### config.mk
export PLATFORM = sky130hd
export DESIGN_NAME = adc_frame_aligner
export DESIGN_NICKNAME = d
export VERILOG_FILES = /design/src/rtl/adc_frame_aligner.sv
export SDC_FILE = /design/constraint.sdc
export NUM_CORES = 1
export LEC_CHECK = 0
export BUFFER_PORTS_ARGS = -buffer_cell sky130_fd_sc_hd__buf_2
export CAP_MARGIN = 0
export CORE_ASPECT_RATIO = 0.5
export CORE_MARGIN = 2
export CORE_UTILIZATION = 40
export DETAILED_ROUTE_END_ITERATION = 7
export SYNTH_ARGS = -nofsm -noshare
export SYNTH_HDL_FRONTEND = slang
export SYNTH_SLANG_ARGS = --single-unit
export TNS_END_PERCENT = 50
### constraint.sdc
create_clock -name clk -period 2.6 [get_ports clk]
set_input_delay 0.52 -clock clk [delete_from_list [all_inputs] [get_ports clk]]
set_output_delay 0.52 -clock clk [all_outputs]
set_load 0.02 [all_outputs]
### src/rtl/adc_frame_aligner.sv
// Frame-clock alignment controller: sequences ISERDES reset after MMCM lock, bitslips
// until the frame word matches the expected pattern, then monitors it for errors.
module adc_frame_aligner #(
  parameter int                    DATA_WIDTH    = 8,
  parameter logic [DATA_WIDTH-1:0] FRAME_PATTERN = 8'hF0,
  parameter int                    RST_CYCLES    = 8,
  parameter int                    SETTLE_CYCLES = 4,
  parameter int                    LOCK_COUNT    = 16,
  parameter int                    MAX_SLIPS     = 7
) (
  input  logic                  clk,
  input  logic                  reset_n,
  input  logic                  mmcm_locked,
  input  logic [DATA_WIDTH-1:0] frame_data,
  input  logic                  realign,
  output logic                  serdes_rst,
  output logic                  bitslip,
  output logic                  aligned,
  output logic                  align_error,
  output logic                  frame_err,
  output logic [3:0]            slip_count,
  output logic [2:0]            state_dbg
);

  typedef enum logic [2:0] {
    S_IDLE    = 3'd0,
    S_SRST    = 3'd1,
    S_SETTLE  = 3'd2,
    S_CHECK   = 3'd3,
    S_SLIP    = 3'd4,
    S_VERIFY  = 3'd5,
    S_ALIGNED = 3'd6,
    S_ERROR   = 3'd7
  } state_e;

  localparam int CNT_MAX = (RST_CYCLES > SETTLE_CYCLES) ? RST_CYCLES : SETTLE_CYCLES;
  localparam int CNT_W   = $clog2(CNT_MAX + 1);
  localparam int MC_W    = $clog2(LOCK_COUNT + 1);

  localparam logic [CNT_W-1:0] RST_LOAD    = CNT_W'(RST_CYCLES - 1);
  localparam logic [CNT_W-1:0] SETTLE_LOAD = CNT_W'(SETTLE_CYCLES - 1);
  localparam logic [MC_W-1:0]  MATCH_LAST  = MC_W'(LOCK_COUNT - 1);
  localparam logic [3:0]       SLIP_MAX    = 4'(MAX_SLIPS);

  state_e           state_q;
  logic [CNT_W-1:0] cnt_q;
  logic [MC_W-1:0]  match_cnt_q;
  logic             sync1_q;
  logic             locked_s_q;
  logic             serdes_rst_q;
  logic             bitslip_q;
  logic             aligned_q;
  logic             align_error_q;
  logic             frame_err_q;
  logic [3:0]       slip_cnt_q;
  logic             word_match;

  assign word_match = (frame_data == FRAME_PATTERN);

  // mmcm_locked is asynchronous to clk
  always_ff @(posedge clk or negedge reset_n) begin
    if (!reset_n) begin
      sync1_q    <= 1'b0;
      locked_s_q <= 1'b0;
    end else begin
      sync1_q    <= mmcm_locked;
      locked_s_q <= sync1_q;
    end
  end

  always_ff @(posedge clk or negedge reset_n) begin
    if (!reset_n) begin
      state_q       <= S_IDLE;
      cnt_q         <= '0;
      match_cnt_q   <= '0;
      serdes_rst_q  <= 1'b1;
      bitslip_q     <= 1'b0;
      aligned_q     <= 1'b0;
      align_error_q <= 1'b0;
      frame_err_q   <= 1'b0;
      slip_cnt_q    <= '0;
    end else begin
      bitslip_q   <= 1'b0;
      frame_err_q <= 1'b0;
      if (!locked_s_q) begin
        state_q       <= S_IDLE;
        serdes_rst_q  <= 1'b1;
        aligned_q     <= 1'b0;
        align_error_q <= 1'b0;
        slip_cnt_q    <= '0;
      end else if (realign && (state_q != S_IDLE)) begin
        state_q       <= S_SRST;
        cnt_q         <= RST_LOAD;
        serdes_rst_q  <= 1'b1;
        aligned_q     <= 1'b0;
        align_error_q <= 1'b0;
        slip_cnt_q    <= '0;
      end else begin
        case (state_q)
          S_IDLE: begin
            serdes_rst_q <= 1'b1;
            state_q      <= S_SRST;
            cnt_q        <= RST_LOAD;
          end
          S_SRST: begin
            if (cnt_q == '0) begin
              state_q      <= S_SETTLE;
              cnt_q        <= SETTLE_LOAD;
              serdes_rst_q <= 1'b0;
            end else begin
              cnt_q <= cnt_q - 1'b1;
            end
          end
          S_SETTLE: begin
            if (cnt_q == '0) state_q <= S_CHECK;
            else             cnt_q   <= cnt_q - 1'b1;
          end
          // A mismatch while verifying restarts the search exactly like a failed first compare
          S_CHECK, S_VERIFY: begin
            if (word_match) begin
              if (state_q == S_CHECK) begin
                state_q     <= S_VERIFY;
                match_cnt_q <= MC_W'(1);
              end else if (match_cnt_q == MATCH_LAST) begin
                state_q   <= S_ALIGNED;
                aligned_q <= 1'b1;
              end else begin
                match_cnt_q <= match_cnt_q + 1'b1;
              end
            end else if (slip_cnt_q < SLIP_MAX) begin
              state_q    <= S_SLIP;
              bitslip_q  <= 1'b1;
              slip_cnt_q <= slip_cnt_q + 4'd1;
            end else begin
              state_q       <= S_ERROR;
              align_error_q <= 1'b1;
            end
          end
          S_SLIP: begin
            state_q <= S_SETTLE;
            cnt_q   <= SETTLE_LOAD;
          end
          S_ALIGNED: frame_err_q <= !word_match;
          S_ERROR:   state_q     <= S_ERROR;
          default:   state_q     <= S_IDLE;
        endcase
      end
    end
  end

  assign serdes_rst  = serdes_rst_q;
  assign bitslip     = bitslip_q;
  assign aligned     = aligned_q;
  assign align_error = align_error_q;
  assign frame_err   = frame_err_q;
  assign slip_count  = slip_cnt_q;
  assign state_dbg   = state_q;

endmodule

== Word level (Yosys, flattened, before mapping) ==
Index checks and enable logic that the tools add are counted.
Cells by class
  magnitude comparators: 1
  muxes and demuxes: 43
  bitwise operators: 1
  $add $sub $neg: 3
  equal/unequal tests: 23
  reduce and logical (&&, ||, !) cells: 14
Operators by type and width (count)
  2-to-1 mux 4 bit: 8
  2-to-1 mux 1 bit: 22
  2-to-1 mux 3 bit: 7
  case mux 3 bit (6 select lines): 1
  case mux 4 bit (4 select lines): 1
  equality test 3 bit, second input constant: 4
  inequality test 3 x 1 -> 1 bit, second input constant: 4
  2-to-1 mux 5 bit: 2
  inequality test 3 bit, second input constant: 3
  AND reduction 3 bit: 3
  equality test 8 bit, second input constant: 1
  inequality test 4 bit, second input constant: 2
  inequality test 8 x 1 -> 1 bit, second input constant: 1
  AND reduction 4 bit: 2
  equality test 3 x 2 -> 1 bit, second input constant: 2
  inequality test 6 bit, second input constant: 1
  adder 5 x 1 -> 5 bit, second input constant: 1
  equality test 5 x 4 -> 1 bit, second input constant: 1
  AND reduction 5 bit: 1
  nonzero test 5 bit: 1
  adder 4 x 1 -> 4 bit, second input constant: 1
  zero test 4 bit: 1
  < comparator 4 x 3 -> 1 bit, second input constant: 1
  inequality test 4 x 1 -> 1 bit, second input constant: 1
  13 further kinds: 13
Word-level totals
  bits of input ports: 12
  register bits: 23
  output and inout bits: 12

== Longest topological paths before layout ==
  depth in word-level cells: 7
  mapped depth: 8

== Worst setup path before layout ==
OpenSTA, ideal clock, no wires.
  kind: register to register
  from: reg match_cnt_q[0]
  to: reg match_cnt_q[1]
  clock period less this slack: 2.040 ns
  data arrival time: 1.912 ns
  path slack: 0.560 ns
  setup time: 0.128 ns
  buffers on the path: 0
  stages on the path, launching flop included: 8
  cells stage by stage: dfrtp_1 -> ha_1 -> and3_1 -> ha_1 -> nor3b_1 -> o21a_1 -> nor3b_4 -> mux2_1
Between the ends
  cells in the longest elaborated chain, start to end: 3
  elaborated cells between the ends (all ways): 6
  those cells by class: add/sub: 1; eq/ne: 2; mux: 2; reduce/logical: 1
RTL lines
  start, declared: line 47  | logic [MC_W-1:0] match_cnt_q;
  start signal, assigned: line 128  | match_cnt_q <= match_cnt_q + 1'b1;
  adder 5 x 1 -> 5 bit / equality test 5 x 4 -> 1 bit (equally long branches): line 128, 124
  2-to-1 mux 5 bit / inequality test 2 bit (equally long branches)
  2-to-1 mux 5 bit / AND reduction 5 bit (equally long branches)
Several ways; a longest one is shown, not always the timed one. The select of a mux whose other input is x is not followed.
A chain may end at the register's enable or synchronous reset.

== Worst setup path in the final report ==
Same ends and word-level chain as after synthesis.

==> key figures <==
Route
  • First-pass detailed-route iteration total: 4
  • DRT antenna net count: 0
  • Routed vias: 1095
  • Residual DRC count: 0
  • Routed len/inst: about 14 um
  • WL final: 2830 um
  • Iter 0 DRT Violations: 77
  • Vias per cell: between 5 and 6

Synthesis
  • Synth Warn #: 0
  • Ys flop type: dfrtp_1
  • Synthesized area: 1360 um2
  • Area share of the largest cell type after synthesis: 0.404
  • Largest area contributor in the netlist: dfrtp_1
  • Synth Register Bits: 23
  • Synth unique cells: 49
  • Sequential area share after synthesis: 0.424
  • Adder-cell share of the synthesized area: 0.0460
  • Synthesized area per cell: ~9.7 um2
  • Synth Area in Compound Gates: 0.197
  • Simple-Gate Fraction of Synth Area: 0.251
  • Number of flops mapped to enable cells by yosys: 0
  • Main combinational cell family by area after synthesis: simple AND/OR/NAND/NOR gates
  • Ys async rst share: 1.00
  • Post-Synth XOR/XNOR Area: 0.0129
  • Synth Instances: about 140
  • Ranking of synthesized cells by area: dfrtp_1, ha_1, nor2_1
  • Syn Nets: 158
  • Multiplexer share of the synthesized area: 0.0156

Critical path
  • Critical path arrival: ~2.4 ns
  • Crit start category: flop
  • Required time of the critical path: between 2 and 3 ns
  • Worst setup EP type: flop
  • Crit-path slowest cell: dfrtp_1
  • Path depth of the worst reg2reg path: 7
  • Crit path top cell by count: ha_1
  • Max incr delay on CP: 0.42 ns
  • WS Path Type: flop to flop
  • Largest fanout on the critical path: 5
  • Critical path cell sequence: ha_1 -> and3_1 -> ha_1 -> nor3b_1 -> o21a_1 -> nor3b_4 -> mux2_1

Timing
  • Final Cycle Share: 0.851
  • Setup ws final: ~0.39 ns
  • Final period demand of the worst path: 2.21 ns
  • Final setup violation count: 0
  • Layout Skew: 0.00989 ns
  • RSZ-0062 raised after global routing: false
  • Final Hold Slack: 0.228 ns
  • Max_slew headroom: 0.607
  • Setup TNS: 0 ns
  • Max Clk Rate: approximately 0.45 GHz
  • Final Hold Fails: 0
  • Worst-margin pin slew: between 0.5 and 0.6 ns
  • Final Max Tran Viols: 0

GRT
  • Number of global-route vias before repair: between 1000 and 1500
  • GRT Util Overall: 0.164
  • M3 GR Usage: 0.0457
  • First-pass GRT wire length: approximately 5000 um
  • Largest net degree at the start of global routing: 24
  • Initial antenna violation count: 0
  • Met1 usage: 0.234
  • Layer with the highest usage: met2
  • GRT Residual Overflow: 0
  • GRT met2 Usage: 0.249

CTS
  • Post-CTS Setup Repair Bufs: 0
  • Max clock buf depth: 2
  • Reg clk slew, reported paths: around 0.09 ns
  • Clk root buf: clkbuf_8
  • Hold-fix buffers, CTS: 0
  • CTS Buf Count: 3
  • H-tree Lvls: 1
  • Post-CTS Resized: 0
  • Clk_lat worst skew: approximately 0.27 ns
  • CTS Sinks: 23
  • CTS tree: built

Final layout
  • Layout Cells excl Fill: 200
  • FILL cells: between 300 and 400
  • Area grow syn2layout: 11.4%
  • Commonest non-fill, non-tap cells in the layout: buf_2, dfrtp_1, nor2_1
  • Fraction of layout cells with a size suffix above 1: 0.231
  • Nets@finish: approximately 180
  • Commonest non-fill, non-tap cell in the layout: buf_2
  • N_diodes: 0

Run
  • Max-cap viol count: 0

Floorplanning
  • Core Box Area: 3120 um2
  • Die ar.: approximately 3900 um2
  • Initial Util: 0.437
  • Horiz. Die Dim: approximately 87 um
  • Row cnt: 14
  • Ports: 24
  • Die height: ~45 um

Placed design
  • DP Wirelength: between 2000 and 2500 um
  • Gp weighted congestion: approximately 0.78
  • I/O Buffers: 23
  • Placed Cells: 196
  • Dpl ws: about 0.4 ns

Power
  • Pwr per Cell Area: roughly 670 nW/um2
  • Pwr Total: 1.01 mW
  • Max IR drop VDD: between 0.3 and 0.4 mV
  • Leak pwr: 0.719 nW

Min path
  • Hold Crit Class: input pin to asynchronous set/reset pin

Run status
  • Outcome: complete, no violations
[cells by family (layout without fill, tap and decap cells)]
group	after synthesis	after routing
xor+xnor	2	2
mux	2	2
buf+inv	12	31
flops	23	23
fa+ha+maj	5	5
simple gates	58	58
compound gates	39	39
[sequential cells by signal, indices dropped and copies added (netlist names)]
| name | cells |
|---|---|
| match_cnt_q | 5 |
| aligned | 1 |
| cnt_q | 4 |
| sync1_q | 1 |
| frame_err | 1 |
| align_error | 1 |
| serdes_rst | 1 |
| locked_s_q | 1 |
| state_dbg | 3 |
| bitslip | 1 |
| slip_count | 4 |
[layer usage]
layer | up-vias | share of wire
li1 | 560 | -
met1 | 513 | 0.55
met2 | 20 | 0.40
met3 | 2 | 0.037
met4 | 0 | 0.0067
met5 | - | 0
[metrics by stage]
stage                     utilization  instance area, um2
after floorplan                     -                1360
after global placement          0.472                1470
after detailed placement        0.472                1470
after CTS                       0.486                1520
after global routing            0.486                1520
final                           0.486                1520
[report_power, final]
part           leakage (nW)  total, mW  switching, mW  internal (mW)
logic                 0.400      0.303          0.178          0.125
clock network        0.0228      0.226          0.116          0.109
registers             0.297      0.481         0.0884          0.393
total                 0.719       1.01          0.383          0.627
[synth_stat cells (2+ instances only)]
master,number
clkbuf_1,3
nor3b_1,2
a21oi_1,8
o41ai_1,2
o31ai_1,2
nand2_2,3
nor3_1,3
nor2b_1,5
dfrtp_1,22
a21o_1,2
nand3_1,6
or3_1,2
nor2_1,13
xor2_1,2
nand4_1,4
a41oi_1,3
o21ai_1,3
nand2_1,9
buf_6,3
inv_1,3
ha_1,5
o21ai_0,9
[area by class of cell]
cell class | count | area, um2 | share of cell area
clock buffers | 4 | 45.0 | 0.0297
inverters | 3 | 11.3 | 0.00743
multi-input cells | 106 | 711 | 0.469
flip-flops and latches | 23 | 577 | 0.380
well taps | 40 | 50.0 | 0.0330
repair buffers | 24 | 123 | 0.0809
[final timing paths]
check | start | to | slack (ns)
max | match_cnt_q[0]$_DFFE_PN0P_ | match_cnt_q[1]$_DFFE_PN0P_ | 0.39
min | reset_n | bitslip$_DFF_PN0_ | 0.23
max reg2reg | match_cnt_q[0]$_DFFE_PN0P_ | match_cnt_q[1]$_DFFE_PN0P_ | 0.39
min reg2reg | sync1_q$_DFF_PN0_ | locked_s_q$_DFF_PN0_ | 0.35
max in group asynchronous | reset_n | serdes_rst$_DFFE_PN1P_ | 2.01
min in group clk | sync1_q$_DFF_PN0_ | locked_s_q$_DFF_PN0_ | 0.35
[worst max-delay path: cells and delay by family, from the launching register on]
kind	cells	cell delay, ns
fa+ha+maj	2	0.44
flops	1	0.42
compound gates	1	0.22
mux	1	0.35
simple gates	3	0.66
Power figures use the tool's default switching activity.
